$ cat config.mk
export PLATFORM = sky130hd
export DESIGN_NAME = pipeline_hazard_ctrl
export DESIGN_NICKNAME = d
export VERILOG_FILES = /design/src/rtl/pipeline_hazard_ctrl_pkg.sv /design/src/rtl/pipeline_hazard_ctrl_sat_counter.sv /design/src/rtl/pipeline_hazard_ctrl.sv
export SDC_FILE = /design/constraint.sdc
export NUM_CORES = 1
export LEC_CHECK = 0
export ABC_AREA = 1
export ABC_CLOCK_PERIOD_IN_PS = 1200
export CAP_MARGIN = 40
export CORE_UTILIZATION = 34
export CTS_CLUSTER_DIAMETER = 120
export DETAILED_ROUTE_END_ITERATION = 16
export GPL_ROUTABILITY_DRIVEN = 0
export PLACE_DENSITY = 0.88
export SYNTH_ARGS = -nofsm -noshare
export SYNTH_HDL_FRONTEND = slang
export SYNTH_SLANG_ARGS = --single-unit
$ cat constraint.sdc
create_clock -name clk -period 1.2 [get_ports clk]
set_input_delay 0.24 -clock clk [delete_from_list [all_inputs] [get_ports clk]]
set_output_delay 0.24 -clock clk [all_outputs]
set_load 0.02 [all_outputs]
$ cat src/rtl/pipeline_hazard_ctrl_pkg.sv
// Shared types and constants for the pipeline hazard controller.
package pipeline_hazard_ctrl_pkg;

  localparam int REG_ADDR_W_DEF = 5;
  localparam int X0_IDX         = 0;
  localparam int TCNT_W         = 8;

  typedef enum logic [1:0] {
    RUN      = 2'd0,
    MEM_WAIT = 2'd1,
    FAULT    = 2'd2
  } ctrl_state_t;

endpackage

$ cat src/rtl/pipeline_hazard_ctrl_sat_counter.sv
// Saturating up-counter used for the hazard performance counters.
module hazard_sat_counter #(
  parameter int W = 16
) (
  input  logic         clk,
  input  logic         reset,
  input  logic         inc,
  output logic [W-1:0] count
);

  // Holds at all-ones rather than wrapping, so long runs never read as small.
  always_ff @(posedge clk or posedge reset) begin
    if (reset) begin
      count <= '0;
    end else if (inc && (count != '1)) begin
      count <= count + W'(1);
    end
  end

endmodule

$ cat src/rtl/pipeline_hazard_ctrl.sv
// Stall/flush sequencer for the 5-stage pipeline: load-use bubbles, redirect flushes,
// memory-wait freeze with watchdog. Define HAZARD_PERF_CNT_EN to build the perf counters.
module pipeline_hazard_ctrl
  import pipeline_hazard_ctrl_pkg::*;
#(
  parameter int REG_ADDR_W  = REG_ADDR_W_DEF,
  parameter int MEM_TIMEOUT = 15,
  parameter int CNT_W       = 16
) (
  input  logic                  clk,
  input  logic                  reset,
  input  logic [REG_ADDR_W-1:0] id_rs1,
  input  logic [REG_ADDR_W-1:0] id_rs2,
  input  logic                  id_uses_rs1,
  input  logic                  id_uses_rs2,
  input  logic [REG_ADDR_W-1:0] ex_rd,
  input  logic                  ex_mem_read,
  input  logic                  ex_branch_taken,
  input  logic                  mem_req,
  input  logic                  mem_ready,
  output logic                  pc_en,
  output logic                  ifid_en,
  output logic                  ifid_flush,
  output logic                  idex_flush,
  output logic                  exmem_en,
  output logic                  mem_fault,
  output logic [1:0]            ctrl_state,
  output logic [CNT_W-1:0]      stall_cnt,
  output logic [CNT_W-1:0]      flush_cnt
);

  ctrl_state_t       state;
  logic [TCNT_W-1:0] tcnt;
  logic              luse;
  logic              mem_stall;

  assign luse = ex_mem_read && (ex_rd != REG_ADDR_W'(X0_IDX)) &&
                ((id_uses_rs1 && (id_rs1 == ex_rd)) ||
                 (id_uses_rs2 && (id_rs2 == ex_rd)));

  assign mem_stall = mem_req && !mem_ready;

  // Controls are combinational so a hazard is acted on in the cycle it is seen.
  always_comb begin
    pc_en      = 1'b0;
    ifid_en    = 1'b0;
    exmem_en   = 1'b0;
    ifid_flush = 1'b0;
    idex_flush = 1'b0;
    if (reset) begin
      ifid_flush = 1'b1;
      idex_flush = 1'b1;
    end else if (state == RUN) begin
      if (mem_stall) begin
        pc_en = 1'b0;
      end else if (ex_branch_taken) begin
        pc_en      = 1'b1;
        ifid_en    = 1'b1;
        exmem_en   = 1'b1;
        ifid_flush = 1'b1;
        idex_flush = 1'b1;
      end else if (luse) begin
        exmem_en   = 1'b1;
        idex_flush = 1'b1;
      end else begin
        pc_en    = 1'b1;
        ifid_en  = 1'b1;
        exmem_en = 1'b1;
      end
    end
  end

  // tcnt holds the number of stalled cycles in the current memory wait so far.
  always_ff @(posedge clk or posedge reset) begin
    if (reset) begin
      state <= RUN;
      tcnt  <= '0;
    end else begin
      case (state)
        RUN: begin
          if (mem_stall) begin
            state <= MEM_WAIT;
            tcnt  <= TCNT_W'(1);
          end
        end
        MEM_WAIT: begin
          if (mem_ready) begin
            state <= RUN;
            tcnt  <= '0;
          end else begin
            tcnt <= tcnt + TCNT_W'(1);
            if (({1'b0, tcnt} + 9'd1) >= 9'(MEM_TIMEOUT)) begin
              state <= FAULT;
            end
          end
        end
        FAULT:   state <= FAULT;
        default: state <= RUN;
      endcase
    end
  end

  assign mem_fault  = (state == FAULT);
  assign ctrl_state = state;

`ifdef HAZARD_PERF_CNT_EN
  logic redirect;

  assign redirect = !reset && (state == RUN) && !mem_stall && ex_branch_taken;

  hazard_sat_counter #(.W(CNT_W)) u_stall_cnt (
    .clk   (clk),
    .reset (reset),
    .inc   (!pc_en),
    .count (stall_cnt)
  );

  hazard_sat_counter #(.W(CNT_W)) u_flush_cnt (
    .clk   (clk),
    .reset (reset),
    .inc   (redirect),
    .count (flush_cnt)
  );
`else
  assign stall_cnt = '0;
  assign flush_cnt = '0;
`endif

endmodule
==> results of run 1 <==
## flip-flops by register name (all words and copies together) (netlist names)
signal,cells
ctrl_state,2
tcnt,8
## worst register-to-register path, cell delays in order (launching register included)
cell	delay (ns)
dfrtp_1	0.40
nand2_1	0.18
nor2_1	0.22
nand2_1	0.07
nand2_1	0.07
nand3_1	0.10
nor2_2	0.14
nand2_2	0.08
nand2_1	0.08
nor2_2	0.03
## through the flow
stage	std cells	hold slack, ns	power (W)
2_1_floorplan	204	0.0952	0.00103
3_3_place_gp	262	0.562	0.00130
3_5_place_dp	262	0.575	0.00133
4_1_cts	276	0.326	0.00185
5_1_grt	278	0.384	0.00221
6_report	278	0.367	0.00208
## cells in the mapped netlist
cell type	number
nand2_1	41
buf_4	33
inv_1	24
nor2_1	23
o21ai_0	12
dfrtp_1	10
nand3_1	8
nor2_2	4
xor2_1	4
a21oi_1	3
o22ai_1	3
ha_1	2
a22o_1	1
conb_1	1
nand3_2	1
nand4_1	1
o21ai_2	1
o21bai_1	1
## worst paths after layout
kind	to	slack, ns	cells after the start
setup / recovery	idex_flush	-0.56	7
hold / removal	ctrl_state[1]	0.37	3
setup reg to reg	ctrl_state[1]	-0.27	9
hold reg to reg	tcnt[7]	0.59	2
max in group asynchronous	tcnt[1]	0.66	3
min in group clk	tcnt[7]	0.59	2
## power groups by stage
stage / Clock (W) / Combinational [W] / Sequential, W
2_1_floorplan: 0 / 0.000539 / 0.000486
3_3_place_gp: 0 / 0.000840 / 0.000462
3_5_place_dp: 0 / 0.000865 / 0.000463
4_1_cts: 0.000256 / 0.00112 / 0.000474
5_1_grt: 0.000285 / 0.00142 / 0.000498
6_report: 0.000267 / 0.00133 / 0.000488
## metal layers
metal  global-route usage  up-vias  wire length, um
li1                     -      590                -
met4                0.150        0              295
met1                0.232      551             1050
met5                    0        -                0
met2                0.374       61             1810
met3               0.0308       27              192
## cell families (layout without fill, tap and decap cells)
| family | Yosys count | after routing | synth area share |
|---|---|---|---|
| other cells | 1 | 32 | 0.00343 |
| simple gates | 78 | 78 | 0.294 |
| flops | 10 | 10 | 0.229 |
| buf+inv | 57 | 87 | 0.309 |
| xor+xnor | 4 | 4 | 0.0321 |
| compound gates | 21 | 21 | 0.109 |
| fa+ha+maj | 2 | 2 | 0.0229 |
## cell type report
| cell class | instances | area, um2 | share of cell area |
|---|---|---|---|
| inverters | 24 | 92.6 | 0.0526 |
| clock buffers | 4 | 26.3 | 0.0149 |
| flip-flops and latches | 10 | 255 | 0.145 |
| multi-input cells | 137 | 786 | 0.446 |
| well taps | 44 | 55.1 | 0.0312 |
| repair buffers | 59 | 547 | 0.310 |
## what timing repair did
item | CTS | global route
gates resized for setup | 102 | 23
setup buffers | 15 | 7
pin swaps | 20 | 11
setup endpoints to repair | 18 | 18
hold buffers | 0 | 0
hold endpoints to repair | 0 | 0
==> flow_metrics.py, run 1 <==
metrics = {
    "status": {
        "status": "complete, but fails checks",
        "violations": "setup timing",
    },
    "clock_tree": {
        "root_buffer": "clkbuf_4",
        "cts_tree": "built",
        "clkTransAtPathRegs_ns": 0.07,
        "cts.sinks": 10,
        "htree_levels": 1,
        "clk_path_buf_depth": 2,
        "cts_buffers": 3,
        "worstSkewPairLatency_ns": 0.29,
    },
    "layout": {
        "final_common_cell": "nand2_1",
        "fill_cells": 297,
        "area_growth_syn_to_layout_pct": 61.3,
        "drive_above_1_share": 0.380,
        "layout.nets": 260,
        "antenna_cells": 0,
        "final_util": 0.577,
        "fin_area_um2": 1760,
        "layout_common_cells": "nand2_1, conb_1, buf_4",
    },
    "sta": {
        "min_period_over_period": 1.47,
        "finalHoldViolCount": 0,
        "final.setup.worst_slack_ns": -0.559,
        "fin_crit_ns": 1.76,
        "drv_slew": 0,
        "fin_skew_ns": 0.00864,
        "fmax_mhz": 569,
        "setup_violations": 18,
        "rsz0062_at_grt": "true",
        "final.setup.tns_ns": -4.35,
    },
    "die": {
        "num_rows": 20,
        "io_pins": 63,
        "dieWidth_um": 58.7,
        "fp.coreArea_um2": 3050,
        "dieArea_um2": 3440,
        "dieHeight_um": 58.7,
        "start_util": 0.358,
    },
    "critical_path": {
        "path_max_fanout": 4,
        "crit_chain": "nor2_2 -> inv_2 -> a21oi_2 -> inv_2 -> o21ai_4 -> o21bai_4 -> buf_6",
        "r2r-start": "tcnt[3]",
        "cp_data_required_time_ns": 0.96,
        "critPathMaxStageDelay_ns": 0.42,
        "crit_start": "ctrl_state[1]",
        "slowest_stage": "dfrtp_2",
        "crit_type": "reg -> out",
        "path_buf_inv": 3,
        "start_kind": "register",
        "path_common_cell": "inv_2",
        "crit_family": "flip-flops",
        "crit_path_end_kind": "primary output",
        "cp.arrival_ns": 1.52,
    },
    "job": {
        "cap_violations": 0,
    },
    "power_and_ir_drop": {
        "internal_power_w": 0.00117,
        "p_seq_frac": 0.235,
        "power_frac_comb": 0.637,
        "switching_share": 0.437,
        "vdd_drop_max_mv": 0.463,
        "power_density_nw_per_um2": 1180,
        "leakagePower_nw": 0.866,
        "p_clk_frac": 0.128,
        "power_switching_w": 0.000909,
    },
    "global_route": {
        "grt-ovfl-total": 0,
        "grt_max_degree": 11,
        "grt_pass1_vias": 1167,
        "grt_first_pass_wirelength_um": 5340,
        "grt.total_usage": 0.212,
        "antenna_found_initial": 0,
    },
    "drt": {
        "routed-via-count": 1229,
        "drc": 0,
        "ant_nets": 0,
        "wl_per_cell_um": 12.1,
        "drt-initial-drc-count": 80,
        "viasPerCell": 4.42,
        "dr.pass1.iters": 6,
        "drt-total-wl_um": 3350,
    },
    "yosys": {
        "synth_warnings": 0,
        "synth_area_leaders": "dfrtp_1, buf_4, nand2_1",
        "syn_inst": 173,
        "synth_top_area_cell": "dfrtp_1",
        "ys_seq_area_frac": 0.229,
        "netlist.area_leader.share": 0.229,
        "synthDistinctLibCells": 18,
        "synth-seq-cells": 10,
        "netlist_area_um2": 1090,
        "postSynthAreaPerCell_um2": 6.31,
    },
    "placed_design": {
        "io_buffer_count": 30,
        "hpwl_um": 2050,
        "place_ws_ns": -1.02,
        "postPlaceCellArea_um2": 1480,
    },
    "hold_path": {
        "min_path_type": "in -> async",
    },
}
Power figures use the tool's default switching activity.
==> run 2: changes to the inputs <==
Settings changed: RECOVER_POWER set to 100.
==> run 2 against run 1 <==
Net effect: cell area fell by 0.21%; first-iteration DRC count rose by 7.5%; sequential cell count did not move; the flow still finishes with violations (setup timing); critical path type unchanged; largest cell class unchanged; hold slack improved by 0.23 ns; setup slack did not move.
==> flow_metrics.py, run 2 (synthesis gave the netlist of run 1 again) <==
metrics = {
    "critical_path": {
        "r2r-start": "tcnt[3]",
        "crit_type": "reg -> out",
        "crit_family": "flip-flops",
        "endpoint": "idex_flush",
        "start_kind": "register",
        "path_common_cell": "inv_2",
        "cp.arrival_ns": 1.52,
        "rr_worst_depth": 9,
        "cp_data_required_time_ns": 0.96,
        "path_buf_inv": 3,
        "crit_path_end_kind": "primary output",
        "path_max_fanout": 4,
        "slowest_stage": "dfrtp_2",
        "crit_start": "ctrl_state[1]",
        "cp.depth": 7,
        "r2r_setup_slack_ns": -0.27,
        "critPathMaxStageDelay_ns": 0.42,
        "crit_chain": "nor2_2 -> inv_2 -> a21oi_2 -> inv_2 -> o21ai_4 -> o21bai_4 -> buf_6",
        "r2r_end": "ctrl_state[1]",
    },
    "sta": {
        "setup_violations": 18,
        "drv_slew": 0,
        "fin_crit_ns": 1.76,
        "min_period_over_period": 1.47,
        "worst_slew_pin_slew_ns": 0.576,
        "fin_skew_ns": 0.00864,
        "final.setup.worst_slack_ns": -0.559,
        "rsz0062_at_grt": "true",
        "fmax_mhz": 569,
        "relSlewSlack": 0.616,
        "fin_hold_ws_ns": 0.592,
        "finalHoldViolCount": 0,
    },
    "hold_path": {
        "whs_path_depth": 2,
        "min_path_type": "reg -> reg",
    },
    "drt": {
        "drt-total-wl_um": 3350,
        "ant_nets": 0,
        "wl_per_cell_um": 12.1,
        "drc": 0,
        "viasPerCell": 4.42,
        "drt-initial-drc-count": 86,
        "dr.pass1.iters": 6,
        "routed-via-count": 1229,
    },
    "global_route": {
        "grtUsageMet1": 0.232,
        "grt_max_degree": 11,
        "grt-ovfl-total": 0,
        "grt.total_usage": 0.212,
        "antenna_found_initial": 0,
        "grt_first_pass_wirelength_um": 5340,
        "grt-busiest-layer": "met2",
        "met2_usage": 0.374,
        "grt_use_met3": 0.0308,
        "grt_pass1_vias": 1167,
    },
    "placed_design": {
        "place_ws_ns": -1.02,
        "hpwl_um": 2050,
        "io_buffer_count": 30,
        "postPlaceCellArea_um2": 1480,
    },
    "layout": {
        "fin_area_um2": 1760,
        "antenna_cells": 0,
        "regArea_um2": 255,
        "largest_reg_flops": 8,
        "area_growth_syn_to_layout_pct": 60.9,
        "multi_input_area_um2": 786,
        "layout_common_cells": "nand2_1, conb_1, buf_6, buf_4",
        "final_common_cell": "nand2_1",
        "regMostFlops": "tcnt",
        "drive_above_1_share": 0.376,
        "final_util": 0.576,
        "fill_cells": 299,
        "layout.nets": 260,
    },
    "die": {
        "io_pins": 63,
        "num_rows": 20,
        "fp.coreArea_um2": 3050,
        "start_util": 0.358,
        "dieWidth_um": 58.7,
        "dieHeight_um": 58.7,
        "dieArea_um2": 3440,
    },
    "power_and_ir_drop": {
        "leakagePower_nw": 0.863,
        "internal_power_w": 0.00117,
        "p_clk_frac": 0.129,
        "power_switching_w": 0.000909,
        "p_seq_frac": 0.235,
        "vdd_drop_max_mv": 0.463,
        "power_frac_comb": 0.637,
        "switching_share": 0.437,
        "power_density_nw_per_um2": 1180,
    },
    "status": {
        "violations": "setup timing",
        "status": "complete, but fails checks",
    },
    "clock_tree": {
        "htree_levels": 1,
        "root_buffer": "clkbuf_4",
        "cts_tree": "built",
        "cts_buffers": 3,
        "clkTransAtPathRegs_ns": 0.07,
        "hold_buffers": 0,
        "worstSkewPairLatency_ns": 0.29,
        "clk_path_buf_depth": 2,
        "cts.sinks": 10,
    },
    "job": {
        "cap_violations": 0,
    },
}
==> run 2: cell count changes in the layout (fill, tap and decap cells not counted) <==
cell | previous run | this run
buf_4 | 19 | 18
dlygate4sd3_1 | 0 | 1
clkbuf_1 | 1 | 2
clkdlybuf4s50_1 | 7 | 6
==> run 2: per-layer routing <==
layer / wire, um / share of wire
met1: 1050 / 0.31
met2: 1810 / 0.54
met3: 192 / 0.057
met4: 295 / 0.088
met5: 0 / 0
==> run 2: worst min-delay path, cell delays in order, from the launching register on <==
cell and delay [ns]:
dfrtp_1 0.40, inv_1 0.09, o21ai_1 0.07
==> run 2: timing repair <==
action,in CTS,in global routing
pin swaps,20,11
endpoints found under the setup margin,18,18
cloned,0,0
resized for setup,102,23
setup buffers,15,7
==> run 2: cell type report <==
| cell class | instances | share of cell area |
|---|---|---|
| repair buffers | 59 | 0.309 |
| clock buffers | 4 | 0.0149 |
| multi-input cells | 137 | 0.447 |
| well taps | 44 | 0.0313 |
| flip-flops and latches | 10 | 0.145 |
| inverters | 24 | 0.0527 |
==> run 2: worst min-delay path by stage <==
stage | startpoint | end
floorplan | reset | tcnt[0]
global placement | ctrl_state[1] | ctrl_state[0]
detailed placement | tcnt[7] | tcnt[7]
CTS | reset | tcnt[7]
global route | tcnt[7] | tcnt[7]
finish | tcnt[7] | tcnt[7]
==> run 2: through the flow <==
step,total power (W),setup TNS (ns),instances
2_1_floorplan,0.00103,-1.08,204
4_1_cts,0.00185,-3.12,276
6_report,0.00208,-4.35,278
5_1_grt,0.00220,-5.35,278
3_3_place_gp,0.00130,-6.65,262
3_5_place_dp,0.00133,-7.12,262
==> run 2: power groups by stage <==
stage / Clock, W / Sequential, W / Combinational (W)
2_1_floorplan: 0 / 0.000486 / 0.000539
3_3_place_gp: 0 / 0.000462 / 0.000840
3_5_place_dp: 0 / 0.000463 / 0.000865
4_1_cts: 0.000256 / 0.000474 / 0.00112
5_1_grt: 0.000285 / 0.000498 / 0.00142
6_report: 0.000267 / 0.000488 / 0.00132
